--- src/rtl/oled_spi_rx_if.sv ---
`default_nettype none
// ---------------------------------------------------------------------------
// Module   : oled_spi_rx_if
// Brief    : Valid/ready read port of the OLED SPI receiver FIFO.
//            rd_data is {dc_n, byte[7:0]} of the FIFO head.
// Revision : 1.0 - initial release
// ---------------------------------------------------------------------------
interface oled_spi_rx_if;
   logic       rd_valid;
   logic [8:0] rd_data;
   logic       rd_ready;

   // Receiver side: presents the FIFO head, consumes ready
   modport master (output rd_valid, output rd_data, input rd_ready);
   // Consumer side
   modport slave  (input rd_valid, input rd_data, output rd_ready);
endinterface
`default_nettype wire

--- src/rtl/oled_spi_rx.sv ---
`default_nettype none
// ---------------------------------------------------------------------------
// Module   : oled_spi_rx
// Brief    : Receive end of the 3-wire OLED SPI link (SCLK, SDIN, D/C#).
//            Synchronises the link into clk, deserialises bytes MSB first,
//            tags them with D/C# and buffers them in a first-word-fall-
//            through FIFO read through a valid/ready port.
//            Optional build macro OLED_RX_CMD_ONLY_EN: only command bytes
//            (D/C# = 0) are pushed; data bytes are silently discarded.
// Revision : 1.0 - initial release
// ---------------------------------------------------------------------------
module oled_spi_rx #(
   parameter int FIFO_DEPTH   = 16,
   parameter int IDLE_TIMEOUT = 1024,
   parameter int CNT_W        = 16
) (
   input  wire logic             clk,
   input  wire logic             reset,
   input  wire logic             spi_clk,
   input  wire logic             spi_data,
   input  wire logic             spi_dc_n,
   input  wire logic             spi_reset_n,
   oled_spi_rx_if.master         rd,
   output logic                  overflow,
   input  wire logic             clr_ovf,
   output logic [CNT_W-1:0]      byte_count,
   output logic                  busy
);

   localparam int ADDR_W = $clog2(FIFO_DEPTH);
   localparam int TO_W   = $clog2(IDLE_TIMEOUT + 1);

`ifdef OLED_RX_CMD_ONLY_EN
   localparam logic CMD_ONLY = 1'b1;
`else
   localparam logic CMD_ONLY = 1'b0;
`endif

   // ---------------- synchroniser stage -------------------------------
   // Bit order in the packed sync vectors: {reset_n, dc_n, data, sclk}
   logic [3:0] sync1_d, sync1_q;
   logic [3:0] sync2_d, sync2_q;
   logic       sclk_s3_d, sclk_s3_q;

   logic sclk_s2, data_s2, dc_s2, rstn_s2;
   logic rise;

   // ---------------- receive state ------------------------------------
   logic [7:0]      shift_d, shift_q;
   logic [2:0]      bit_cnt_d, bit_cnt_q;
   logic [TO_W-1:0] to_cnt_d, to_cnt_q;
   logic            push_pend_d, push_pend_q;
   logic [8:0]      push_byte_d, push_byte_q;

   // ---------------- FIFO state ---------------------------------------
   logic [8:0]      mem_d [FIFO_DEPTH];
   logic [8:0]      mem_q [FIFO_DEPTH];
   logic [ADDR_W:0] wr_ptr_d, wr_ptr_q;
   logic [ADDR_W:0] rd_ptr_d, rd_ptr_q;
   logic [ADDR_W:0] fill;
   logic            empty, full, pop, push, drop;

   logic             overflow_d, overflow_q;
   logic [CNT_W-1:0] byte_count_d, byte_count_q;

   // Next value of the synchroniser chains
   always_comb begin
      sync1_d   = {spi_reset_n, spi_dc_n, spi_data, spi_clk};
      sync2_d   = sync1_q;
      sclk_s3_d = sync2_q[0];
   end

   assign sclk_s2 = sync2_q[0];
   assign data_s2 = sync2_q[1];
   assign dc_s2   = sync2_q[2];
   assign rstn_s2 = sync2_q[3];

   // SCLK rising edge, masked while the link is held in reset
   assign rise = sclk_s2 & ~sclk_s3_q & rstn_s2;

   // Deserialiser: shift on each rise, byte completes on the 8th rise,
   // partial byte dropped after an idle timeout or link reset
   always_comb begin
      shift_d     = shift_q;
      bit_cnt_d   = bit_cnt_q;
      to_cnt_d    = to_cnt_q;
      push_pend_d = 1'b0;
      push_byte_d = push_byte_q;

      // Idle counter restarts on every rise and saturates at the timeout
      if (rise) begin
         to_cnt_d = '0;
      end else if (to_cnt_q != TO_W'(IDLE_TIMEOUT)) begin
         to_cnt_d = to_cnt_q + 1'b1;
      end

      if (!rstn_s2) begin
         shift_d   = '0;
         bit_cnt_d = '0;
      end else if (rise) begin
         shift_d   = {shift_q[6:0], data_s2};
         bit_cnt_d = bit_cnt_q + 3'd1;
         if (bit_cnt_q == 3'd7) begin
            push_byte_d = {dc_s2, shift_q[6:0], data_s2};
            push_pend_d = CMD_ONLY ? ~dc_s2 : 1'b1;
         end
      end else if ((to_cnt_q == TO_W'(IDLE_TIMEOUT)) && (bit_cnt_q != 3'd0)) begin
         shift_d   = '0;
         bit_cnt_d = '0;
      end
   end

   // FIFO control: push/pop arbitration, overflow and byte counter
   always_comb begin
      fill  = wr_ptr_q - rd_ptr_q;
      empty = (wr_ptr_q == rd_ptr_q);
      full  = (fill == (ADDR_W+1)'(FIFO_DEPTH));
      pop   = ~empty & rd.rd_ready;
      // A pop in the same cycle frees a slot, so a full FIFO still accepts
      push  = push_pend_q & (~full | pop);
      drop  = push_pend_q & full & ~pop;

      mem_d    = mem_q;
      wr_ptr_d = wr_ptr_q;
      rd_ptr_d = rd_ptr_q;
      if (push) begin
         mem_d[wr_ptr_q[ADDR_W-1:0]] = push_byte_q;
         wr_ptr_d = wr_ptr_q + 1'b1;
      end
      if (pop) begin
         rd_ptr_d = rd_ptr_q + 1'b1;
      end

      // A new overflow wins over a simultaneous clear
      overflow_d = overflow_q;
      if (drop) begin
         overflow_d = 1'b1;
      end else if (clr_ovf) begin
         overflow_d = 1'b0;
      end

      byte_count_d = byte_count_q;
      if (push) begin
         byte_count_d = byte_count_q + 1'b1;
      end
   end

   // State registers with synchronous reset
   always_ff @(posedge clk) begin
      if (reset) begin
         sync1_q      <= 4'b0001;   // SCLK idles high: no false edge out of reset
         sync2_q      <= 4'b0001;
         sclk_s3_q    <= 1'b1;
         shift_q      <= '0;
         bit_cnt_q    <= '0;
         to_cnt_q     <= '0;
         push_pend_q  <= 1'b0;
         push_byte_q  <= '0;
         wr_ptr_q     <= '0;
         rd_ptr_q     <= '0;
         overflow_q   <= 1'b0;
         byte_count_q <= '0;
      end else begin
         sync1_q      <= sync1_d;
         sync2_q      <= sync2_d;
         sclk_s3_q    <= sclk_s3_d;
         shift_q      <= shift_d;
         bit_cnt_q    <= bit_cnt_d;
         to_cnt_q     <= to_cnt_d;
         push_pend_q  <= push_pend_d;
         push_byte_q  <= push_byte_d;
         wr_ptr_q     <= wr_ptr_d;
         rd_ptr_q     <= rd_ptr_d;
         overflow_q   <= overflow_d;
         byte_count_q <= byte_count_d;
      end
   end

   // FIFO storage; contents are don't-care while the pointers say empty
   always_ff @(posedge clk) begin
      mem_q <= mem_d;
   end

   assign rd.rd_valid = ~empty;
   assign rd.rd_data  = empty ? 9'h000 : mem_q[rd_ptr_q[ADDR_W-1:0]];
   assign overflow    = overflow_q;
   assign byte_count  = byte_count_q;
   assign busy        = (bit_cnt_q != 3'd0);

endmodule
`default_nettype wire
--- src/flat_wrapper.sv ---
// flat-port wrapper written by rule: the top's interface ports become plain ports
module oled_spi_rx_flat 
#(
   parameter int FIFO_DEPTH   = 16,
   parameter int IDLE_TIMEOUT = 1024,
   parameter int CNT_W        = 16
)
  (clk, reset, spi_clk, spi_data, spi_dc_n, spi_reset_n, overflow, clr_ovf, byte_count, busy, rd_rd_valid, rd_rd_data, rd_rd_ready);
  oled_spi_rx_if rd_i ();
  input  wire logic clk;
  input  wire logic reset;
  input  wire logic spi_clk;
  input  wire logic spi_data;
  input  wire logic spi_dc_n;
  input  wire logic spi_reset_n;
  output logic overflow;
  input  wire logic clr_ovf;
  output logic [CNT_W-1:0] byte_count;
  output logic busy;
  output wire logic [$bits(rd_i.rd_valid)-1:0] rd_rd_valid;
  output wire logic [$bits(rd_i.rd_data)-1:0] rd_rd_data;
  input wire logic [$bits(rd_i.rd_ready)-1:0] rd_rd_ready;
  assign rd_rd_valid = rd_i.rd_valid;
  assign rd_rd_data = rd_i.rd_data;
  assign rd_i.rd_ready = rd_rd_ready;
  oled_spi_rx #(.FIFO_DEPTH(FIFO_DEPTH), .IDLE_TIMEOUT(IDLE_TIMEOUT), .CNT_W(CNT_W)) u_core (.clk(clk), .reset(reset), .spi_clk(spi_clk), .spi_data(spi_data), .spi_dc_n(spi_dc_n), .spi_reset_n(spi_reset_n), .rd(rd_i), .overflow(overflow), .clr_ovf(clr_ovf), .byte_count(byte_count), .busy(busy));
endmodule
--- config.mk ---
export PLATFORM = sky130hd
export DESIGN_NAME = oled_spi_rx_flat
export DESIGN_NICKNAME = d
export VERILOG_FILES = /design/src/rtl/oled_spi_rx_if.sv /design/src/rtl/oled_spi_rx.sv /design/src/flat_wrapper.sv
export SDC_FILE = /design/constraint.sdc
export NUM_CORES = 1
export LEC_CHECK = 0
export BUFFER_PORTS_ARGS = -buffer_cell sky130_fd_sc_hd__buf_2
export CAP_MARGIN = 40
export CORE_ASPECT_RATIO = 0.8
export CORE_UTILIZATION = 61
export CTS_CLUSTER_DIAMETER = 40
export DETAILED_ROUTE_END_ITERATION = 8
export PLACE_DENSITY_LB_ADDON = 0.12
export SLEW_MARGIN = 20
export SYNTH_ARGS = -nofsm -noshare
export SYNTH_HDL_FRONTEND = slang
export SYNTH_SLANG_ARGS = --single-unit
--- constraint.sdc ---
create_clock -name clk -period 3.6 [get_ports clk]
set_input_delay 0.18 -clock clk [delete_from_list [all_inputs] [get_ports clk]]
set_output_delay 0.18 -clock clk [all_outputs]
set_load 0.005 [all_outputs]
# ---- Word-level counts from Yosys, hierarchy flattened
# Index checks and enable logic that the tools add are counted.
dict set report op_classes {
  n_mux 14
  n_lt_le_gt_ge 3
  bitwise_logic 15
  add_sub_neg 6
  reduce_logical 9
  n_eq_ne 5
}
# cell n
set ops {}
lappend ops {{144-bit bitwise mux} 1}
lappend ops {{9-bit binary-select mux with 4-bit select} 1}
lappend ops {{9-bit demux with 4-bit select} 1}
lappend ops {{9-bit two-way mux} 4}
lappend ops {{16-bit by 1-bit adder with 16-bit output, second input constant} 1}
lappend ops {{7-bit two-way mux} 2}
lappend ops {{11-bit by 1-bit adder with 11-bit output, second input constant} 1}
lappend ops {{11-bit equality test, second input constant} 1}
lappend ops {{11-bit != test, second input constant} 1}
lappend ops {{5-bit by 1-bit adder with 5-bit output, second input constant} 2}
lappend ops {{5-bit greater-or-equal comparator, second input constant} 2}
lappend ops {{4-bit NOT with 5-bit output} 2}
lappend ops {{1-bit AND} 6}
lappend ops {{3-bit two-way mux} 2}
lappend ops {{1-bit NOT} 6}
lappend ops {{5-bit equality test} 1}
lappend ops {{5-bit equality test, second input constant} 1}
lappend ops {{5-bit by 1-bit less-than comparator with 1-bit output, second input constant} 1}
lappend ops {{5-bit subtractor} 1}
lappend ops {{2-bit nonzero test} 2}
lappend ops {{2-bit OR reduction} 2}
lappend ops {{3-bit by 1-bit adder with 3-bit output, second input constant} 1}
lappend ops {{3-bit equality test, second input constant} 1}
lappend ops {{1-bit two-way mux} 3}
lappend ops {{other kinds (5)} 6}
dict set report word_totals {
  elab_cells 80
  regBits 211
}

# ---- Logic depth before layout (Yosys ltp)
# Gate-level depths: netlist of the first run.
dict set report logic_depth {
  depth_word 6
  mapped_depth 12
}

# ---- Worst setup path before layout of the first run
# OpenSTA, ideal clock, no wires.
dict set report synth_path {
  path_type {register to register}
  startpoint {reg u_core.rd_ptr_q[2]}
  endpoint {reg u_core.mem_q[0] (netlist name) (enable)}
  path_slack_ns 0.260
  setup_ns 0.398
  arrival_time_ns 2.942
  path_stages_with_launch 9
  required_time_ns 3.202
  path_buffers 2
  cell_sequence {dfxtp_1 > clkbuf_1 > inv_1 > clkbuf_1 > ha_1 > nand2_1 > o21bai_1 > nand3_1 > a311oi_1}
}
dict set report synth_via {
  elab_chain_len 5
  elab_cells_between_ends 8
}
# element line_no
set synth_lines {}
lappend synth_lines {{start, declared} oled_spi_rx.sv:59} ;# logic [ADDR_W:0] rd_ptr_d, rd_ptr_q;
lappend synth_lines {{start signal, assigned} oled_spi_rx.sv:173} ;# rd_ptr_q <= rd_ptr_d;
lappend synth_lines {{5-bit subtractor or 5-bit equality test (tied branches)} {oled_spi_rx.sv:115, oled_spi_rx.sv:116}}
lappend synth_lines {{5-bit equality test or 1-bit NOT (tied branches)} {oled_spi_rx.sv:117, oled_spi_rx.sv:118}}
lappend synth_lines {{1-bit NOT or 1-bit AND (tied branches)} {oled_spi_rx.sv:120, oled_spi_rx.sv:118}}
lappend synth_lines {{1-bit OR *} oled_spi_rx.sv:120} ;# push = push_pend_q & (~full | pop);
lappend synth_lines {{1-bit AND *} oled_spi_rx.sv:120}
lappend synth_lines {{end signal, assigned} oled_spi_rx.sv:181} ;# mem_q <= mem_d;
lappend synth_lines {{end, declared} oled_spi_rx.sv:57} ;# logic [8:0] mem_q [FIFO_DEPTH];
# Every way passes the cells marked *; elsewhere a longest branch is shown, timed or not.
# A chain may end at the register's enable or synchronous reset.

# ---- Final worst setup path of the first run
dict set report layout_path {
  startpoint {reg u_core.rd_ptr_q[3]}
  endpoint {reg u_core.mem_q[75] (netlist name) (enable)}
}
# The elaborated chain is that of the path after synthesis.

==> results of run 1 <==
==> path summary, 6_finish.rpt <==
kind,startpoint,endpoint,slack [ns],depth (start not counted)
hold / removal,rd_rd_ready,u_core.rd_ptr_q[0]$_SDFFE_PP0P_,0.24,4
setup reg to reg,u_core.rd_ptr_q[3]$_SDFFE_PP0P_,u_core.mem_q[75]$_DFFE_PP_,0.37,7
setup / recovery,u_core.rd_ptr_q[3]$_SDFFE_PP0P_,u_core.mem_q[75]$_DFFE_PP_,0.37,7
hold reg to reg,u_core.sync1_q[0]$_SDFF_PP1_,u_core.sync2_q[0]$_SDFF_PP1_,0.43,1
==> flip-flops by register name, indices dropped and copies added, names as in the netlist <==
register,count
u_core.to_cnt_q,11
u_core.shift_q,7
u_core.sync1_q,4
u_core.sync2_q,4
u_core.bit_cnt_q,3
u_core.rd_ptr_q,5
u_core.push_byte_q,9
u_core.sclk_s3_q,1
u_core.wr_ptr_q,5
u_core.mem_q,144
u_core.byte_count,16
u_core.overflow,1
u_core.push_pend_q,1
==> worst max-delay path, cell delays in order (launching register included) <==
cell      delay [ns]
dfxtp_1         0.55
inv_1           0.26
ha_1            0.40
nand2_1         0.10
o21bai_1        0.18
nand3_1         0.35
a31oi_2         0.53
and2_1          0.51
==> cells by family after synthesis <==
logic type / after synthesis
AO/OA/AOI/OAI: 58
multiplexers: 54
flip-flops: 211
adder cells (fa/ha/maj): 15
buffers and inverters: 43
XOR/XNOR: 23
AND/OR/NAND/NOR: 186
==> area by class of cell <==
| type | instances | area (sq um) | share of cell area |
|---|---|---|---|
| Sequential cell | 211 | 5667 | 0.5847 |
| Multi-Input combinational cell | 336 | 2730 | 0.2817 |
| Clock buffer | 25 | 571.8 | 0.05900 |
| Timing Repair Buffer | 49 | 310.3 | 0.03202 |
| Tap cell | 180 | 225.2 | 0.02324 |
| Clock inverter | 14 | 127.6 | 0.01317 |
| Inverter | 16 | 60.06 | 0.006197 |
==> metrics by stage <==
| step | util | instance area [sq um] | worst slack (ns) | hold WS (ns) | total power [W] |
|---|---|---|---|---|---|
| 5_1_grt | 0.7103 | 9692 | 0.1739 | 0.2579 | 0.004913 |
| 4_1_cts | 0.7098 | 9686 | 0.2625 | 0.2228 | 0.004807 |
| 3_5_place_dp | 0.6534 | 8916 | 0.3110 | 0.3667 | 0.002655 |
| 3_3_place_gp | 0.6519 | 8896 | 0.4840 | 0.3620 | 0.002651 |
| 2_1_floorplan | - | 8564 | 0.2597 | 0.2838 | 0.002642 |
| 6_report | 0.7103 | 9692 | 0.3657 | 0.2387 | 0.004773 |
==> power breakdown <==
part	switching [W]	internal, W
clock	0.000928	0.00124
combinational	0.0000205	0.0000189
sequential	0.00000501	0.00256
==> Yosys cell counts, types with 2 or more instances <==
master / n / share of area
xnor2_1: 14 / 0.014
ha_1: 15 / 0.022
mux2_1: 4 / 0.0053
clkbuf_1: 19 / 0.0083
buf_6: 2 / 0.0026
o31ai_1: 5 / 0.0044
nand3_1: 13 / 0.0076
a22oi_1: 8 / 0.0070
or2_2: 4 / 0.0029
a211oi_1: 9 / 0.0079
nor2_1: 52 / 0.023
inv_1: 15 / 0.0066
buf_1: 2 / 0.00088
nor4_2: 2 / 0.0029
a21oi_1: 22 / 0.013
and3_1: 22 / 0.016
mux2i_1: 13 / 0.015
a311oi_1: 4 / 0.0041
edfxtp_1: 144 / 0.50
mux4_2: 36 / 0.095
or4_1: 5 / 0.0044
dfxtp_1: 67 / 0.16
nand2b_1: 4 / 0.0029
nand4_1: 4 / 0.0029
buf_2: 4 / 0.0023
xor2_1: 9 / 0.0092
nor2b_1: 14 / 0.010
nand2_1: 52 / 0.023
and2_1: 5 / 0.0037
a31oi_1: 2 / 0.0015
nor4_1: 3 / 0.0022
==> routing by layer <==
layer	vias to the layer above	routed length [um]	GRT usage
li1	2299	-	-
met1	2493	7846	0.3917
met2	223	8093	0.3849
met3	28	1535	0.05438
met4	0	301	0.06180
met5	-	0	0
==> cell usage in the layout (no fill, tap or decap), types with 7 or more instances in the layout <==
master           n
nor2b_1         14
xor2_1           9
edfxtp_1       144
a21oi_1         22
nor2_1          52
ha_1            15
xnor2_1         14
clkbuf_16       22
a211oi_1         9
dlygate4sd3_1    7
and3_1          22
a22oi_1          8
mux2i_1         13
inv_1           15
nand3_1         13
dfxtp_1         66
mux4_2          36
nand2_1         52
buf_2           35
==> timing repair <==
| action | CTS | global route |
|---|---|---|
| hold buffers | 7 | 0 |
| endpoints found under the hold margin | 10 | 0 |
| setup endpoints to repair | 0 | 9 |
| gates resized for setup | 0 | 1 |
==> qor.csv, run 1 <==
stage;metric;value;unit
cells_and_area;fin cells;831;
worst_setup_path;peak fanout along the critical path;11;
cells_and_area;nets;659;
synth;xor/xnor share of the synthesized area;0.02352;
sta;Final TNS setup;0;ns
synth;Yosys reg bits;211;
placed_design;Placed Cells;785;
floorplanning;Core Region;13650;sq um
detailed_routing;DRC viols;0;
sta;Slew Limit Fails;0;
synth;mux share of post-synthesis cell area;0.1164;
sta;final hold vios;0;
sta;Max-slew headroom;0.4877;
clocking;CTS Buffer Depth;3;
synth;FFs w/ async S/R, synth;0;
clocking;clock-pin transition on the worst setup and hold timing paths;0.06;ns
global_routing;grt ovf;0;
run;max cap viols;0;
placed_design;I/O Buffers;35;
pwr;VDD IR-drop max;0.0004239;V
worst_hold_path;Hold Path Class;in2reg;
worst_setup_path;worst endpoint required time;3.74;ns
sta;Worst-Margin Slew;0.7674;ns
status;status;finished, final reports clean;
clocking;Post-CTS Setup Bufs;0;
detailed_routing;Via density;6.069;
floorplanning;die area;14520;sq um
clocking;CTS H-tree depth;1;
synth;number of synthesized flops with an enable pin;144;
sta;Peak Freq;309.2;MHz
floorplanning;die height;108.0;um
synth;Synth Cell Area;8564;sq um
synth;Most used DFF post-synth;edfxtp_1;
detailed_routing;wire per inst;21.39;um
cells_and_area;ANT cells;0;
detailed_routing;Total Routed Length;17.78;mm
clocking;Num CTS Buffers;22;
cells_and_area;layout cells sized above 1;0.1982;
global_routing;Tot GR Track Use;0.2578;
pwr;Leak;3.438;nW
worst_setup_path;Critical Path Sink Type;flip-flop;
synth;Synth Area per Inst;14.52;sq um
pwr;power per cell area;492.5;nW/um^2
clocking;Clock Tree Root;clkbuf_16;
detailed_routing;Routed Antenna Nets;0;
sta;unrepaired setup endpoints after global routing;false;
global_routing;initial antenna violation count;0;
sta;Max Clock Skew;0.01288;ns
clocking;Skew-Pair Late Insertion Delay;0.50;ns
sta;fin crit share;0.8984;
floorplanning;Initial Util;0.6276;
global_routing;largest net degree at the start of global routing;45;
floorplanning;site row count;38;
sta;endpoints failing setup;0;
synth;largest family of logic cells by synthesized area;multiplexers;
synth;adder-cell area share of the yosys netlist;0.02191;
floorplanning;Ports;36;
worst_setup_path;critical path type;reg2reg;
clocking;CTS tree;done;
worst_setup_path;Worst setup SP type;flip-flop;
placed_design;placed wire-length estimate;11.77;mm
synth;Synth Instances;590;
global_routing;vias in the first global route;4913;
global_routing;first-pass GRT wire length;27.57;mm
detailed_routing;vias;5043;
detailed_routing;DR iter-0 viols;574;
sta;Final min period;3.234;ns
placed_design;gpl congestion;0.8438;
synth;syn nets;613;
cells_and_area;filler cell count;870;
synth;simple-gate area share of the yosys netlist;0.1081;
synth;register area share after synthesis;0.6615;
detailed_routing;DRT Pass-1 Iters;5;
clocking;clock sinks;211;
synth;YS warnings;0;
cells_and_area;Syn-to-layout area delta;13.16;%
synth;Synth Area in Compound Gates;0.04733;
worst_setup_path;Worst Path Arrival;3.38;ns
floorplanning;Die W;134.5;um
synth;post-synth cell types;47;
(Power assumes the default switching activity.)
==> inputs of run 2 (changes only) <==
==> constraint.sdc (replaced) <==
create_clock -name clk -period 3.2 [get_ports clk]
set_input_delay 0.16 -clock clk [delete_from_list [all_inputs] [get_ports clk]]
set_output_delay 0.16 -clock clk [all_outputs]
set_load 0.005 [all_outputs]
==> qor.csv, run 2 (synthesis gave the netlist of run 1 again) <==
stage;metric;value;unit;change
floorplanning;Initial Util;0.6276;;unchanged
worst_setup_path;delay of the slowest critical-path stage;0.60;ns;+0.05 ns
detailed_routing;Routed Antenna Nets;0;;unchanged
worst_setup_path;WP buf/inv;1;;unchanged
worst_hold_path;Hold Path Class;in2reg;;
clocking;post_cts resized;0;;unchanged
worst_setup_path;critical path type;reg2reg;;
sta;Worst-Margin Slew;0.8000;ns;+0.03261 ns
worst_setup_path;r2r setup slk;0.26;ns;-0.11 ns
worst_setup_path;crit path cell chain;clkinv_1 -> ha_1 -> nor2b_1 -> o21bai_1 -> nand3_1 -> a31oi_1 -> and2_1;;
sta;Peak Freq;340.1;MHz;+10%
clocking;CTS Buffer Depth;3;;unchanged
placed_design;Placed Cells;787;;+0.25%
worst_setup_path;Crit path max-delay family;simple AND/OR/NAND/NOR gates;;
detailed_routing;DRT Pass-1 Iters;5;;unchanged
status;status;finished, final reports clean;;
cells_and_area;filler cell count;906;;+4.1%
sta;final hold vios;0;;unchanged
sta;Final min period;2.940;ns;-0.2942 ns
pwr;VDD IR-drop max;0.0004518;V;+6.6%
floorplanning;die height;108.0;um;unchanged
cells_and_area;most common cell after layout, fill and taps aside;edfxtp_1;;
floorplanning;Die W;134.5;um;unchanged
clocking;Clock Tree Root;clkbuf_16;;
floorplanning;die area;14520;sq um;unchanged
worst_setup_path;Worst setup SP type;flip-flop;;
placed_design;I/O Buffers;35;;unchanged
cells_and_area;Syn-to-layout area delta;12.93;%;
detailed_routing;wire per inst;21.17;um;-1.0%
pwr;power per cell area;547.0;nW/um^2;+11%
sta;Max Clock Skew;0.01420;ns;+0.001323 ns
sta;endpoints failing setup;0;;unchanged
detailed_routing;vias;5000;;-0.85%
clocking;CTS H-tree depth;1;;unchanged
cells_and_area;ANT cells;0;;unchanged
sta;fin crit share;0.9188;;+0.02037
sta;unrepaired setup endpoints after global routing;false;;
floorplanning;site row count;38;;unchanged
worst_setup_path;worst endpoint required time;3.34;ns;-0.40 ns
clocking;clock sinks;211;;unchanged
global_routing;largest net degree at the start of global routing;40;;-11%
global_routing;grt ovf;0;;unchanged
worst_setup_path;Critical Path Sink Type;flip-flop;;
clocking;clock-pin transition on the worst setup and hold timing paths;0.06;ns;about the same
cells_and_area;fin cells;832;;+0.12%
cells_and_area;most frequent cells in the layout;edfxtp_1 (144), dfxtp_1 (66), nand2_1 (52), nor2_1 (52), mux4_2 (36);;
cells_and_area;Biggest register;u_core.mem_q;;
global_routing;first-pass GRT wire length;27.39;mm;-0.65%
global_routing;Tot GR Track Use;0.2560;;-0.001779
floorplanning;Core Region;13650;sq um;unchanged
global_routing;vias in the first global route;4829;;-1.7%
clocking;Num CTS Buffers;21;;-4.5%
cells_and_area;layout cells sized above 1;0.1948;;-0.003371
sta;Max-slew headroom;0.4659;;-0.02177
cells_and_area;max FFs per register;144;;unchanged
detailed_routing;Total Routed Length;17.62;mm;-0.90%
pwr;Leak;3.413;nW;-0.73%
placed_design;gpl congestion;0.9005;;+6.7%
detailed_routing;Via density;6.010;;-0.97%
worst_setup_path;peak fanout along the critical path;9;;-2
placed_design;placed wire-length estimate;11.72;mm;-0.36%
clocking;CTS tree;done;;
sta;Final TNS setup;0;ns;unchanged
sta;Slew Limit Fails;0;;unchanged
floorplanning;Ports;36;;unchanged
detailed_routing;DRC viols;0;;unchanged
worst_setup_path;Worst Path Arrival;3.08;ns;-0.30 ns
clocking;Skew-Pair Late Insertion Delay;0.49;ns;about the same
worst_setup_path;slowest CP cell;a31oi_1;;
run;max cap viols;0;;unchanged
cells_and_area;nets;660;;+0.15%
detailed_routing;DR iter-0 viols;493;;-14%
global_routing;initial antenna violation count;0;;unchanged
-- run 2: changes by cell type in the layout (fill, tap and decap cells not counted), moves of 2 or more --
| cell | delta |
|---|---|
| dlygate4sd3_1 | -2 |
| clkinv_2 | -2 |
| clkinv_1 | +4 |
| inv_4 | -2 |
| buf_4 | +4 |
| clkinvlp_4 | +2 |
| a31oi_2 | -2 |
-- run 2: final cells by class --
cell class / count / area [sq um] / area share
sequential: 211 / 5667 / 0.5859
multi-input combinational: 336 / 2733 / 0.2825
clock buffer: 23 / 533.0 / 0.05511
timing repair buffer: 51 / 320.3 / 0.03312
tap: 180 / 225.2 / 0.02329
clock inverter: 15 / 133.9 / 0.01384
inverter: 16 / 60.06 / 0.006210
-- run 2: through the flow --
| step | utilization | area, sq um | total power (W) | hold WS [ns] | setup WS, ns |
|---|---|---|---|---|---|
| after floorplan | - | 8579 | 0.002973 | 0.2638 | 0.01420 |
| final | 0.7088 | 9672 | 0.005290 | 0.1129 | 0.2599 |
| after global placement | 0.6542 | 8927 | 0.002983 | 0.3452 | 0.3103 |
| after detailed placement | 0.6542 | 8927 | 0.002985 | 0.3519 | 0.1791 |
| after global routing | 0.7088 | 9672 | 0.005442 | 0.1420 | 0.1150 |
| after CTS | 0.7068 | 9644 | 0.005322 | 0.1025 | 0.1514 |
-- run 2: worst register-to-register path, delay by kind of cell, from the launching register on --
kind	cells	cell delay, ns
AND/OR/NAND/NOR	3	1.00
AO/OA/AOI/OAI	2	0.86
flip-flops	1	0.34
adder cells (fa/ha/maj)	1	0.31
buffers and inverters	1	0.09
-- run 2: layer usage --
layer,wire [um],global-route usage
met5,0,0
met2,7869,0.3779
met4,302,0.06260
met1,8064,0.3835
met3,1381,0.06657
-- run 2: final timing paths --
path / start / endpoint / cells past startpoint
setup / recovery: u_core.rd_ptr_q[1]$_SDFFE_PP0P_ / u_core.mem_q[80]$_DFFE_PP_ / 7
hold / removal: reset / u_core.byte_count[0]$_SDFFE_PP0P_ / 2
setup reg to reg: u_core.rd_ptr_q[1]$_SDFFE_PP0P_ / u_core.mem_q[80]$_DFFE_PP_ / 7
hold reg to reg: u_core.sync1_q[0]$_SDFF_PP1_ / u_core.sync2_q[0]$_SDFF_PP1_ / 1
-- run 2: repair_timing --
action	CTS	global route
hold buffers	5	0
setup buffers	0	2
hold endpoints to repair	5	0
endpoints found under the setup margin	0	5
-- run 2: power by group --
group	internal (W)	switching, W	leakage, nW
registers	0.00288	0.00000558	1.88
clock network	0.00137	0.000988	0.315
logic	0.0000180	0.0000222	1.22
